==> config.mk <==
export PLATFORM = sky130hd
export DESIGN_NAME = gpu_frame_sequencer
export DESIGN_NICKNAME = d
export VERILOG_FILES = /design/src/rtl/gpu_pkg.sv /design/src/rtl/gpu_csr_regs.sv /design/src/rtl/gpu_frame_sequencer.sv
export SDC_FILE = /design/constraint.sdc
export NUM_CORES = 1
export LEC_CHECK = 0
export CAP_MARGIN = 20
export CORE_MARGIN = 2
export CORE_UTILIZATION = 55
export DETAILED_ROUTE_END_ITERATION = 16
export DONT_BUFFER_PORTS = 1
export PLACE_DENSITY = 0.7
export SLEW_MARGIN = 20
export SYNTH_ARGS = -nofsm -noshare
export SYNTH_HDL_FRONTEND = slang
export SYNTH_HIERARCHICAL = 1
export SYNTH_SLANG_ARGS = --single-unit
==> constraint.sdc <==
create_clock -name clock -period 3.2 [get_ports clock]
set_input_delay 0.48 -clock clock [delete_from_list [all_inputs] [get_ports clock]]
set_output_delay 0.48 -clock clock [all_outputs]
set_load 0.02 [all_outputs]
==> src/rtl/gpu_pkg.sv <==
// Shared types and constants for the GPU frame sequencer and the tile controller.
//   camera_t      : camera struct driven to the controller (pos + four look vectors)
//   ADDR_*        : Avalon-MM word addresses of the sequencer register map
//   CTRL_*/STAT_* : bit positions inside the CTRL and STATUS words
//   seq_state_t   : tile walker states
package gpu_pkg;

  localparam int CAM_FIELD_BITS = 16;
  localparam int CAM_FIELDS     = 15;
  localparam int CAM_BITS       = CAM_FIELDS * CAM_FIELD_BITS;

  typedef struct packed {
    logic signed [CAM_FIELD_BITS-1:0] x;
    logic signed [CAM_FIELD_BITS-1:0] y;
    logic signed [CAM_FIELD_BITS-1:0] z;
  } vec3_t;

  // Field order (MSB first) matches the register order: pos, look0..look3.
  typedef struct packed {
    vec3_t pos;
    vec3_t look0;
    vec3_t look1;
    vec3_t look2;
    vec3_t look3;
  } camera_t;

  localparam logic [3:0] ADDR_CTRL       = 4'd0;
  localparam logic [3:0] ADDR_STATUS     = 4'd1;
  localparam logic [3:0] ADDR_PIXEL_BASE = 4'd2;
  localparam logic [3:0] ADDR_VOXEL_BUF  = 4'd3;
  localparam logic [3:0] ADDR_VOXEL_CNT  = 4'd4;
  localparam logic [3:0] ADDR_PAL_BUF    = 4'd5;
  localparam logic [3:0] ADDR_PAL_LEN    = 4'd6;
  localparam logic [3:0] ADDR_TILE_IDX   = 4'd7;
  // Words 8..15 hold the camera, two fields per word.

  // CTRL write bits
  localparam int CTRL_START_BIT  = 0;
  localparam int CTRL_IRQ_EN_BIT = 1;
  // CTRL read bits
  localparam int CTRL_RD_BUSY    = 0;
  localparam int CTRL_RD_IRQ_EN  = 1;
  localparam int CTRL_RD_DONE    = 2;
  // STATUS bits (read and write-1-to-clear)
  localparam int STAT_DONE_BIT   = 0;

  typedef enum logic [2:0] {
    ST_IDLE,
    ST_ISSUE,
    ST_WAIT,
    ST_ACK,
    ST_DRAIN,
    ST_DONE
  } seq_state_t;

endpackage

==> src/rtl/gpu_csr_regs.sv <==
// Avalon-MM slave register file for the frame sequencer.
//   clock, reset_n            : clock / async active-low reset
//   s1_*                      : Avalon-MM slave (no waitrequest, 1-cycle read latency)
//   busy                      : frame in progress; freezes config and camera words
//   tile_idx                  : current tile index, read back at TILE_IDX
//   done_set                  : one-cycle frame-complete strobe from the tile walker
//   start                     : one-cycle start request (only issued while idle)
//   irq_en, done              : interrupt enable and sticky frame-done flag
//   pixel_base..palette_length: controller configuration words
//   cam                       : camera struct assembled from words 8..15
module gpu_csr_regs
  import gpu_pkg::*;
(
  input  logic        clock,
  input  logic        reset_n,
  input  logic [3:0]  s1_address,
  input  logic        s1_write,
  input  logic [31:0] s1_writedata,
  input  logic        s1_read,
  output logic [31:0] s1_readdata,
  input  logic        busy,
  input  logic [31:0] tile_idx,
  input  logic        done_set,
  output logic        start,
  output logic        irq_en,
  output logic        done,
  output logic [31:0] pixel_base,
  output logic [31:0] voxel_buffer,
  output logic [31:0] voxel_count,
  output logic [31:0] palette_buffer,
  output logic [31:0] palette_length,
  output camera_t     cam
);

  logic [31:0]         cam_word [0:7];
  logic [31:0]         rd_mux;
  logic [CAM_BITS-1:0] cam_bits;
  logic                cfg_write;
  logic                w1c_done;

  assign cfg_write = s1_write && !busy;
  assign start     = s1_write && (s1_address == ADDR_CTRL) &&
                     s1_writedata[CTRL_START_BIT] && !busy;
  assign w1c_done  = s1_write && (s1_address == ADDR_STATUS) &&
                     s1_writedata[STAT_DONE_BIT];

  // NOTE: sequential state uses non-blocking assignments so every register
  // samples pre-edge values, independent of block ordering.
  always_ff @(posedge clock or negedge reset_n) begin
    if (!reset_n) begin
      irq_en         <= 1'b0;
      pixel_base     <= '0;
      voxel_buffer   <= '0;
      voxel_count    <= '0;
      palette_buffer <= '0;
      palette_length <= '0;
      // NOTE: the camera array is a handful of flops, not a RAM, so it is
      // reset like any other register and the controller never sees X.
      for (int i = 0; i < 8; i++) cam_word[i] <= '0;
    end else if (s1_write) begin
      case (s1_address)
        ADDR_CTRL:       irq_en <= s1_writedata[CTRL_IRQ_EN_BIT];
        ADDR_STATUS,
        ADDR_TILE_IDX:   ;
        ADDR_PIXEL_BASE: if (cfg_write) pixel_base     <= s1_writedata;
        ADDR_VOXEL_BUF:  if (cfg_write) voxel_buffer   <= s1_writedata;
        ADDR_VOXEL_CNT:  if (cfg_write) voxel_count    <= s1_writedata;
        ADDR_PAL_BUF:    if (cfg_write) palette_buffer <= s1_writedata;
        ADDR_PAL_LEN:    if (cfg_write) palette_length <= s1_writedata;
        default: begin
          // Camera words; the upper half of word 15 is reserved and held at 0.
          if (cfg_write) begin
            if (s1_address[2:0] == 3'd7)
              cam_word[7] <= {16'h0000, s1_writedata[15:0]};
            else
              cam_word[s1_address[2:0]] <= s1_writedata;
          end
        end
      endcase
    end
  end

  // Frame completion beats a same-cycle W1C so a finished frame is never lost.
  always_ff @(posedge clock or negedge reset_n) begin
    if (!reset_n)                done <= 1'b0;
    else if (done_set)           done <= 1'b1;
    else if (start || w1c_done)  done <= 1'b0;
  end

  always_comb begin
    // NOTE: default first so no path through the case infers a latch.
    rd_mux = '0;
    case (s1_address)
      ADDR_CTRL: begin
        rd_mux[CTRL_RD_BUSY]   = busy;
        rd_mux[CTRL_RD_IRQ_EN] = irq_en;
        rd_mux[CTRL_RD_DONE]   = done;
      end
      ADDR_STATUS:     rd_mux[STAT_DONE_BIT] = done;
      ADDR_PIXEL_BASE: rd_mux = pixel_base;
      ADDR_VOXEL_BUF:  rd_mux = voxel_buffer;
      ADDR_VOXEL_CNT:  rd_mux = voxel_count;
      ADDR_PAL_BUF:    rd_mux = palette_buffer;
      ADDR_PAL_LEN:    rd_mux = palette_length;
      ADDR_TILE_IDX:   rd_mux = tile_idx;
      default:         rd_mux = cam_word[s1_address[2:0]];
    endcase
  end

  always_ff @(posedge clock or negedge reset_n) begin
    if (!reset_n)     s1_readdata <= '0;
    else if (s1_read) s1_readdata <= rd_mux;
  end

  // Field k lives in word k/2, low half for even k, high half for odd k.
  always_comb begin
    cam_bits = '0;
    for (int i = 0; i < CAM_FIELDS; i++)
      cam_bits[(CAM_FIELDS-1-i)*CAM_FIELD_BITS +: CAM_FIELD_BITS] =
        cam_word[i/2][(i%2)*CAM_FIELD_BITS +: CAM_FIELD_BITS];
  end

  assign cam = camera_t'(cam_bits);

endmodule

==> src/rtl/gpu_frame_sequencer.sv <==
// Frame sequencer in front of the tile rasterizer/shader controller.
// Walks the frame tile by tile (row-major), pulsing do_render, waiting for the
// controller's level irq, acknowledging it with clear_interrupt and advancing
// the tile origin and per-tile pixel buffer pointer. Raises irq when done.
//   clock, reset_n           : clock / async active-low reset (shared with controller)
//   s1_*                     : Avalon-MM slave to the host CPU
//   cam, *_buffer, *_count,
//   palette_length           : controller configuration
//   start_row, start_col     : origin of the current tile
//   do_render                : one-cycle tile start pulse
//   clear_interrupt          : one-cycle tile acknowledge pulse
//   gpu_irq                  : controller tile-done (level)
//   irq                      : frame-done interrupt to the CPU
module gpu_frame_sequencer
  import gpu_pkg::*;
#(
  parameter int TOTAL_ROWS = 120,
  parameter int TOTAL_COLS = 160,
  parameter int TILE_ROWS  = 8,
  parameter int TILE_COLS  = 8,
  parameter int PIXEL_BITS = 8
) (
  input  logic                  clock,
  input  logic                  reset_n,
  input  logic [3:0]            s1_address,
  input  logic                  s1_write,
  input  logic [31:0]           s1_writedata,
  input  logic                  s1_read,
  output logic [31:0]           s1_readdata,
  output camera_t               cam,
  output logic [31:0]           pixel_buffer,
  output logic [31:0]           voxel_buffer,
  output logic [31:0]           voxel_count,
  output logic [31:0]           palette_buffer,
  output logic [31:0]           palette_length,
  output logic [PIXEL_BITS-1:0] start_row,
  output logic [PIXEL_BITS-1:0] start_col,
  output logic                  do_render,
  output logic                  clear_interrupt,
  input  logic                  gpu_irq,
  output logic                  irq
);

  localparam int NUM_TILES = (TOTAL_ROWS / TILE_ROWS) * (TOTAL_COLS / TILE_COLS);
  localparam int IDX_BITS  = (NUM_TILES > 1) ? $clog2(NUM_TILES) : 1;

  localparam logic [IDX_BITS-1:0]   LAST_TILE   = IDX_BITS'(NUM_TILES - 1);
  localparam logic [31:0]           TILE_PIXELS = 32'(TILE_ROWS * TILE_COLS);
  // Column arithmetic carries one extra bit so TOTAL_COLS may equal 2**PIXEL_BITS.
  localparam logic [PIXEL_BITS:0]   COL_STEP    = (PIXEL_BITS+1)'(TILE_COLS);
  localparam logic [PIXEL_BITS:0]   COL_END     = (PIXEL_BITS+1)'(TOTAL_COLS);
  localparam logic [PIXEL_BITS-1:0] ROW_STEP    = PIXEL_BITS'(TILE_ROWS);

  seq_state_t          state;
  logic [IDX_BITS-1:0] tile_idx;
  logic [IDX_BITS-1:0] next_idx;
  logic [PIXEL_BITS:0] col_next;
  logic                busy;
  logic                start;
  logic                done;
  logic                done_set;
  logic                irq_en;
  logic [31:0]         pixel_base;

  assign busy     = (state != ST_IDLE);
  assign done_set = (state == ST_DONE);
  assign next_idx = tile_idx + IDX_BITS'(1);
  assign col_next = {1'b0, start_col} + COL_STEP;
  assign irq      = done & irq_en;

  gpu_csr_regs u_csr (
    .clock          (clock),
    .reset_n        (reset_n),
    .s1_address     (s1_address),
    .s1_write       (s1_write),
    .s1_writedata   (s1_writedata),
    .s1_read        (s1_read),
    .s1_readdata    (s1_readdata),
    .busy           (busy),
    .tile_idx       (32'(tile_idx)),
    .done_set       (done_set),
    .start          (start),
    .irq_en         (irq_en),
    .done           (done),
    .pixel_base     (pixel_base),
    .voxel_buffer   (voxel_buffer),
    .voxel_count    (voxel_count),
    .palette_buffer (palette_buffer),
    .palette_length (palette_length),
    .cam            (cam)
  );

  // do_render is raised on every entry to ISSUE and clear_interrupt on entry
  // to ACK, so each is high exactly while the FSM sits in that state.
  always_ff @(posedge clock or negedge reset_n) begin
    if (!reset_n) begin
      state           <= ST_IDLE;
      tile_idx        <= '0;
      start_row       <= '0;
      start_col       <= '0;
      pixel_buffer    <= '0;
      do_render       <= 1'b0;
      clear_interrupt <= 1'b0;
    end else begin
      do_render       <= 1'b0;
      clear_interrupt <= 1'b0;
      case (state)
        ST_IDLE: begin
          if (start) begin
            state        <= ST_ISSUE;
            tile_idx     <= '0;
            start_row    <= '0;
            start_col    <= '0;
            pixel_buffer <= pixel_base;
            do_render    <= 1'b1;
          end
        end
        ST_ISSUE: state <= ST_WAIT;
        ST_WAIT: begin
          if (gpu_irq) begin
            state           <= ST_ACK;
            clear_interrupt <= 1'b1;
          end
        end
        ST_ACK: state <= ST_DRAIN;
        ST_DRAIN: begin
          // Wait for the controller to drop its irq before the next tile so
          // the stale level is not mistaken for the next tile's completion.
          if (!gpu_irq) begin
            if (tile_idx == LAST_TILE) begin
              state <= ST_DONE;
            end else begin
              state        <= ST_ISSUE;
              tile_idx     <= next_idx;
              pixel_buffer <= pixel_base + (32'(next_idx) * TILE_PIXELS);
              do_render    <= 1'b1;
              if (col_next == COL_END) begin
                start_col <= '0;
                start_row <= start_row + ROW_STEP;
              end else begin
                start_col <= col_next[PIXEL_BITS-1:0];
              end
            end
          end
        end
        ST_DONE: state <= ST_IDLE;
        default: state <= ST_IDLE;
      endcase
    end
  end

endmodule

==> impl_results.md, run 1 <==
- Fin nets: 1854
- Status: finished with violations
- Final hold vios: 506
- DP HPWL: 49600 um
- Cell area after layout: 25900 um^2
- CP Class: register to register
- Power per Cell Area: 932 nW/um^2
- Initial core utilization: 55.7%
- Clock Latency Late Sink: 0.60 ns
- First-pass detailed-route iteration total: 5
- Achievable Freq: 340 MHz
- CP startpoint kind: register
- Routed length per instance: 30.6 um
- Most frequent cells after synthesis: dfrtp_1 (506), mux2_2 (392), buf_4 (255), nand2_1 (198), buf_2 (73)
- Crit path required time: 3.65 ns
- I/O pin total: 492
- RSZ-0062 raised after global routing: false
- Synth Register Bits: 506
- Synth Flop Type: dfrtp_1
- Hold WS: -0.425 ns
- Max cap viols: 0
- Initial antenna violation count: 0
- Core Box Area: 45400 um^2
- GPL Wtd Cong: 0.905
- Worst-path clk slew: 0.06 ns
- Largest net degree at the start of global routing: 507
- Post-synthesis cell count: 2051
- Vias in the first global route: 16.4k
- CTS tree: built
- Vias: 15.6k
- Worst slew margin: -6.87%
- Height of the chip: 218 um
- Post-layout util: 57.1%
- DRT iter0 DRCs: 1262
- Post-synthesis instance area: 25300 um^2
- Async S/R FF share, synth: 100%
- Synth top area share: 50.1%
- Max Slew Vio Count: 135
- Yosys warns: 6
- Largest cells by area after synthesis: dfrtp_1 (50%), mux2_2 (17%), buf_4 (7.6%), mux4_2 (5.2%), nand2_1 (2.9%)
- Tcrit/Tclk final: 91.8%
- I/O Buffers: 0
- Failing checks: negative hold slack, max-slew violations
- Synth cell types: 65
- Clock Sinks: 506
- Worst Setup End Kind: register
- Htree depth: 2
- Final wirelength: 74500 um
- Worst ir drop on vdd: 651 uV
- P&R area growth vs syn: 2.43%
- First-pass GRT wire length: 109000 um
- Diode count: 0
- Clock Root Buffer: clkbuf_16
- Hold Crit Class: input pin to async pin
- DRC Markers: 0
- Post-layout minimum cycle time: 2.94 ns
- Detail Route Antenna Nets: 0
- Seq/Total Area, Yosys: 50.1%
- Total GRT Usage: 30.9%
- Final setup violation count: 0
- DIE AREA: 47700 um^2
- Multi-input gate area: 10200 um^2
- P_leak: 11.9 nW
- Critical Path Fanout Max: 7
- Post-DP Area: 24000 um^2
- Die Width: 218 um
- Filler cells: 3699
- DR vias/cell: 6.41
- Top-count cell post-synth: dfrtp_1
- # Post-CTS Setup Buffers: 0
- Largest area contributor in the netlist: dfrtp_1
- Number of flops mapped to enable cells by yosys: 0
- Syn avg cell area: 12.3 um^2
- Worst Skew: 0.0185 ns
- FF/Latch Area: 12700 um^2
- Crit path arrival time: 3.39 ns
- Cts bufs inserted: 52
- Total congestion overflow: 0
- Slew at the pin closest to its max-slew limit: 1.60 ns
- Final TNS setup: 0 ns
- Layout cells sized above 1: 32.7%
- FP Rows: 78
- # hold bufs at CTS: 17
- Longest Clk Path Bufs: 3
[cell type report]
type | count | share of cell area (%)
clock buffers | 79 | 5.88
repair buffers | 60 | 2.09
multi-input cells | 1168 | 39.4
well taps | 600 | 2.90
clock inverters | 15 | 0.633
flip-flops and latches | 506 | 48.9
inverters | 12 | 0.174
[per-layer routing]
metal / share of wire, % / track usage (%) / wire [um] / vias to the layer above
li1: - / - / - / 6513
met1: 38 / 38.2 / 28500 / 8267
met2: 49 / 50.8 / 36500 / 715
met3: 9.9 / 10.6 / 7350 / 149
met4: 2.9 / 10.6 / 2160 / 0
met5: 0 / 0 / 0 / -
[path summary, 6_finish.rpt]
kind	start	to	slack (ns)	cells past startpoint
max in group asynchronous	reset_n	pixel_buffer[11]$_DFFE_PN0P_	2.32	0
setup / recovery	tile_idx[0]$_DFFE_PN0P_	pixel_buffer[25]$_DFFE_PN0P_	0.26	11
min in group clock	s1_writedata[1]	u_csr/palette_length[1]$_DFFE_PN0P_	0.03	1
hold reg to reg	u_csr/pixel_base[1]$_DFFE_PN0P_	pixel_buffer[1]$_DFFE_PN0P_	0.50	2
hold / removal	reset_n	u_csr/cam[198]$_DFFE_PN0P_	-0.42	0
setup reg to reg	tile_idx[0]$_DFFE_PN0P_	pixel_buffer[25]$_DFFE_PN0P_	0.26	11
[registers in the layout (all words and copies together) (netlist names), 5 cells and up]
signal	flops
u_csr/cam_word	16
u_csr/s1_readdata	32
tile_idx	9
u_csr/palette_length	32
u_csr/palette_buffer	32
u_csr/cam	240
pixel_buffer	32
u_csr/pixel_base	32
start_row	5
start_col	5
u_csr/voxel_buffer	32
u_csr/voxel_count	32
[stage by stage]
| stage | hold WS [ns] | std cells | setup slack [ns] | power [mW] |
|---|---|---|---|---|
| after floorplan | 0.184 | 2079 | 0.432 | 17.8 |
| after global placement | 0.196 | 2329 | 0.327 | 17.8 |
| after detailed placement | 0.195 | 2329 | 0.222 | 18.1 |
| after CTS | -0.447 | 2440 | 0.207 | 24.2 |
| after global routing | -0.448 | 2440 | 0.0106 | 25.1 |
| final | -0.425 | 2440 | 0.263 | 24.1 |
[kinds of logic (layout without fill, tap and decap cells)]
logic type      Yosys count  in the layout  share of synthesized area, %
mux                     530            530                          25.8
flops                   506            506                          50.1
buf+inv                 405            166                          10.3
simple gates            355            355                          6.47
compound gates          207            207                          5.45
xor+xnor                 34             34                          1.18
fa+ha+maj                13             13                         0.673
other cells               1             29                        0.0148
[repair_timing]
item	4_1_cts	5_1_grt
setup endpoints to repair	0	7
endpoints found under the hold margin	551	506
resized for setup	0	4
[cells in the final DEF (no fill, tap or decap), types with 18 or more instances in the layout]
cell type and count:
buf_4 40, a221oi_1 29, a31oi_1 37, dfrtp_1 506, a21oi_1 18, mux4_2 58, nand3_1 20, o22ai_1 39
conb_1 29, nor2_1 49, mux2_2 392, nand2_1 191, nor2b_1 28, mux2i_1 68, xnor2_1 18, o21ai_0 44
clkbuf_16 53
[report_power, final]
group	internal (mW)	total [mW]	switching (mW)
clock network	3.52	6.04	2.52
registers	8.56	13.9	5.30
logic	2.55	4.25	1.70
total	14.6	24.1	9.52
[critical path, stage by stage (launching register included)]
cell and delay (ns):
dfrtp_1 0.46, ha_2 0.28, and3_1 0.25, nand3_1 0.12, xnor2_1 0.17, ha_1 0.42, nand2_1 0.08, nor2_1 0.09
o21ai_1 0.17, a2111oi_1 0.50, xnor2_1 0.18, o21ai_1 0.07
Power figures use the tool's default switching activity.
==> run 2, diff against run 1 <==
CORE_UTILIZATION = 25   (was 55)
PLACE_DENSITY = not set   (was 0.7)
==> run 2 against run 1 <==
The flow now finishes without violations; first-iteration DRC count fell by 24%; combinational power rose by 9.9%; clock power rose by 17%.
==> impl_results.md, run 2 (synthesis gave the netlist of run 1 again) <==
- Layout cells sized above 1: 33.6% (was 32.7%)
- CTS tree: built (unchanged)
- Core Box Area: 100000 um^2 (was 45400 um^2)
- Worst Setup End Kind: register (unchanged)
- Total GRT Usage: 17.6% (was 30.9%)
- # Post-CTS Setup Buffers: 0 (unchanged)
- DIE AREA: 104000 um^2 (was 47700 um^2)
- Max cap viols: 0 (unchanged)
- Worst Skew: 0.0274 ns (was 0.0185 ns)
- Finished Layout Cells: 3202 (was 2440)
- I/O Buffers: 0 (unchanged)
- Status: finished, final reports clean (was finished with violations)
- Final setup violation count: 0 (unchanged)
- Initial antenna violation count: 8 (was 0)
- Clock Root Buffer: clkbuf_16 (unchanged)
- R2R cell count: 12 (was 11)
- Slew at the pin closest to its max-slew limit: 0.856 ns (was 1.60 ns)
- Crit path max-delay cell type: a21oi_1 (was a2111oi_1)
- Critical Path Fanout Max: 6 (was 7)
- Filler cells: 10.3k (was 3699)
- R2r startpoint: tile_idx[2]$_DFFE_PN0P_ (was tile_idx[0]$_DFFE_PN0P_)
- FP Rows: 116 (was 78)
- Delay-heaviest family, CP: compound AO/OA/AOI/OAI gates (unchanged)
- Detail Route Antenna Nets: 0 (unchanged)
- DRT iter0 DRCs: 957 (was 1262)
- Hold WS: 0.0799 ns (was -0.425 ns)
- P_leak: 12.4 nW (was 11.9 nW)
- Total congestion overflow: 0 (unchanged)
- Hold_sp: s1_address[2]
- Placed cell count: 3045 (was 2329)
- Power per Cell Area: 926 nW/um^2 (was 932 nW/um^2)
- Fin nets: 1906 (was 1854)
- Hold Crit Class: input pin to register (was input pin to async pin)
- Max reg flops: 240 (unchanged)
- Final TNS setup: 0 ns (unchanged)
- First-pass detailed-route iteration total: 7 (was 5)
- CP Class: register to register (unchanged)
- Cts bufs inserted: 60 (was 52)
- Longest Clk Path Bufs: 3 (unchanged)
- Achievable Freq: 338 MHz (was 340 MHz)
- Routed length per instance: 29.0 um (was 30.6 um)
- Worst setup startpoint: tile_idx[2]$_DFFE_PN0P_ (was tile_idx[0]$_DFFE_PN0P_)
- First-pass GRT wire length: 128000 um (was 109000 um)
- Crit path required time: 3.68 ns (was 3.65 ns)
- Worst ir drop on vdd: 546 uV (was 651 uV)
- DRC Markers: 0 (unchanged)
- Crit path arrival time: 3.44 ns (was 3.39 ns)
- Clock Latency Late Sink: 0.65 ns (was 0.60 ns)
- Vias in the first global route: 15.7k (was 16.4k)
- Tcrit/Tclk final: 92.4% (was 91.8%)
- GPL Wtd Cong: 0.811 (was 0.905)
- Height of the chip: 322 um (was 218 um)
- Cell count along the critical path: 12 (was 11)
- Slowest cell delay on critical path: 0.36 ns (was 0.50 ns)
- RSZ-0062 raised after global routing: false (unchanged)
- Commonest non-fill, non-tap cell in the layout: dfrtp_1 (unchanged)
- Max Slew Vio Count: 0 (was 135)
- DR vias/cell: 4.86 (was 6.41)
- Total power: 25.7 mW (was 24.1 mW)
- Post-layout minimum cycle time: 2.96 ns (was 2.94 ns)
- Htree depth: 2 (unchanged)
- Vias: 15.6k (about the same)
- Multi-input gate area: 10200 um^2 (about the same)
- Final wirelength: 93000 um (was 74500 um)
- CP Buf/Inv Count: 1 (was 0)
- Clock Sinks: 506 (unchanged)
- Commonest non-fill, non-tap cells in the layout: dfrtp_1 (506), mux2_2 (392), nand2_1 (191) (unchanged)
- Die Width: 322 um (was 218 um)
- CP startpoint kind: register (unchanged)
- DP HPWL: 63400 um (was 49600 um)
- Critical path, cell by cell: and3_1 -> and3_1 -> nand3_1 -> xnor2_1 -> ha_1 -> a21o_1 -> a31o_2 -> a21oi_1 -> buf_4 -> a21oi_1 -> xnor2_1 -> o21ai_0 (was ha_2 -> and3_1 -> nand3_1 -> xnor2_1 -> ha_1 -> nand2_1 -> nor2_1 -> o21ai_1 -> a2111oi_1 -> xnor2_1 -> o21ai_1)
- P&R area growth vs syn: 9.75% (was 2.43%)
- I/O pin total: 492 (unchanged)
- Largest net degree at the start of global routing: 507 (unchanged)
- Worst slew margin: 42.8% (was -6.87%)
- Final hold vios: 0 (was 506)
- Worst-path clk slew: 0.07 ns (was 0.06 ns)
- FF/Latch Area: 12700 um^2 (unchanged)
- Initial core utilization: 25.3% (was 55.7%)
- Hold Crit Depth: 4
==> run 2: changes by cell type in the layout (fill, tap and decap cells not counted), moves of 2 or more <==
cell and change:
bufinv_16 +3, buf_16 +7, clkbuf_8 -4, clkbuf_16 +9
dlygate4sd3_1 +20, buf_12 +10, diode_2 +5, clkinv_4 +2
buf_4 +7, clkinvlp_4 +3
==> run 2: area by class of cell <==
| class | count | share of cell area [%] |
|---|---|---|
| Clock buffer | 83 | 6.09 |
| Timing Repair Buffer | 104 | 4.27 |
| Sequential cell | 506 | 45.6 |
| Multi-Input combinational cell | 1168 | 36.8 |
| Tap cell | 1298 | 5.85 |
| Antenna cell | 5 | 0.0451 |
| Inverter | 12 | 0.162 |
| Clock inverter | 26 | 1.19 |
==> run 2: per-layer routing <==
metal  wire [um]  global-route usage, %  vias to the layer above
met1       37900                   21.9                     8245
li1            -                      -                     6668
met3        8360                   6.32                      123
met4        2670                   5.74                        6
met5          38                      0                        -
met2       44000                   28.2                      515
==> run 2: through the flow <==
step	cell area [um^2]	setup slack, ns	util (%)
after floorplan	25400	0.432	-
after global placement	25200	0.337	25.1
after detailed placement	25200	0.275	25.1
after CTS	27600	0.254	27.6
after global routing	27700	0.0114	27.7
final	27800	0.243	27.7
==> run 2: worst paths after layout <==
check                                                           to  slack [ns]
min in group asynchronous       u_csr/voxel_buffer[26]$_DFFE_PN0P_        0.57
worst max register to register        pixel_buffer[31]$_DFFE_PN0P_        0.24
worst max-delay path                  pixel_buffer[31]$_DFFE_PN0P_        0.24
worst min-delay path             u_csr/s1_readdata[21]$_DFFE_PN0P_        0.08
worst min register to register      u_csr/cam_word[31]$_DFFE_PN0P_        0.50
max in group asynchronous                u_csr/cam[62]$_DFFE_PN0P_        0.52
==> run 2: where the power goes <==
part	switching, mW	internal, mW
logic	2.02	2.65
clock network	2.90	4.18
registers	5.41	8.55
==> run 2: worst min-delay path, cell delays in order <==
cell and delay, ns:
nand2_1 0.04, nand2_1 0.04, nand2_1 0.06, a31oi_1 0.07
==> run 2: what timing repair did <==
item,CTS,global route
hold endpoints to repair,941,146
hold buffers,37,3
resized for setup,0,1
endpoints found under the setup margin,0,1
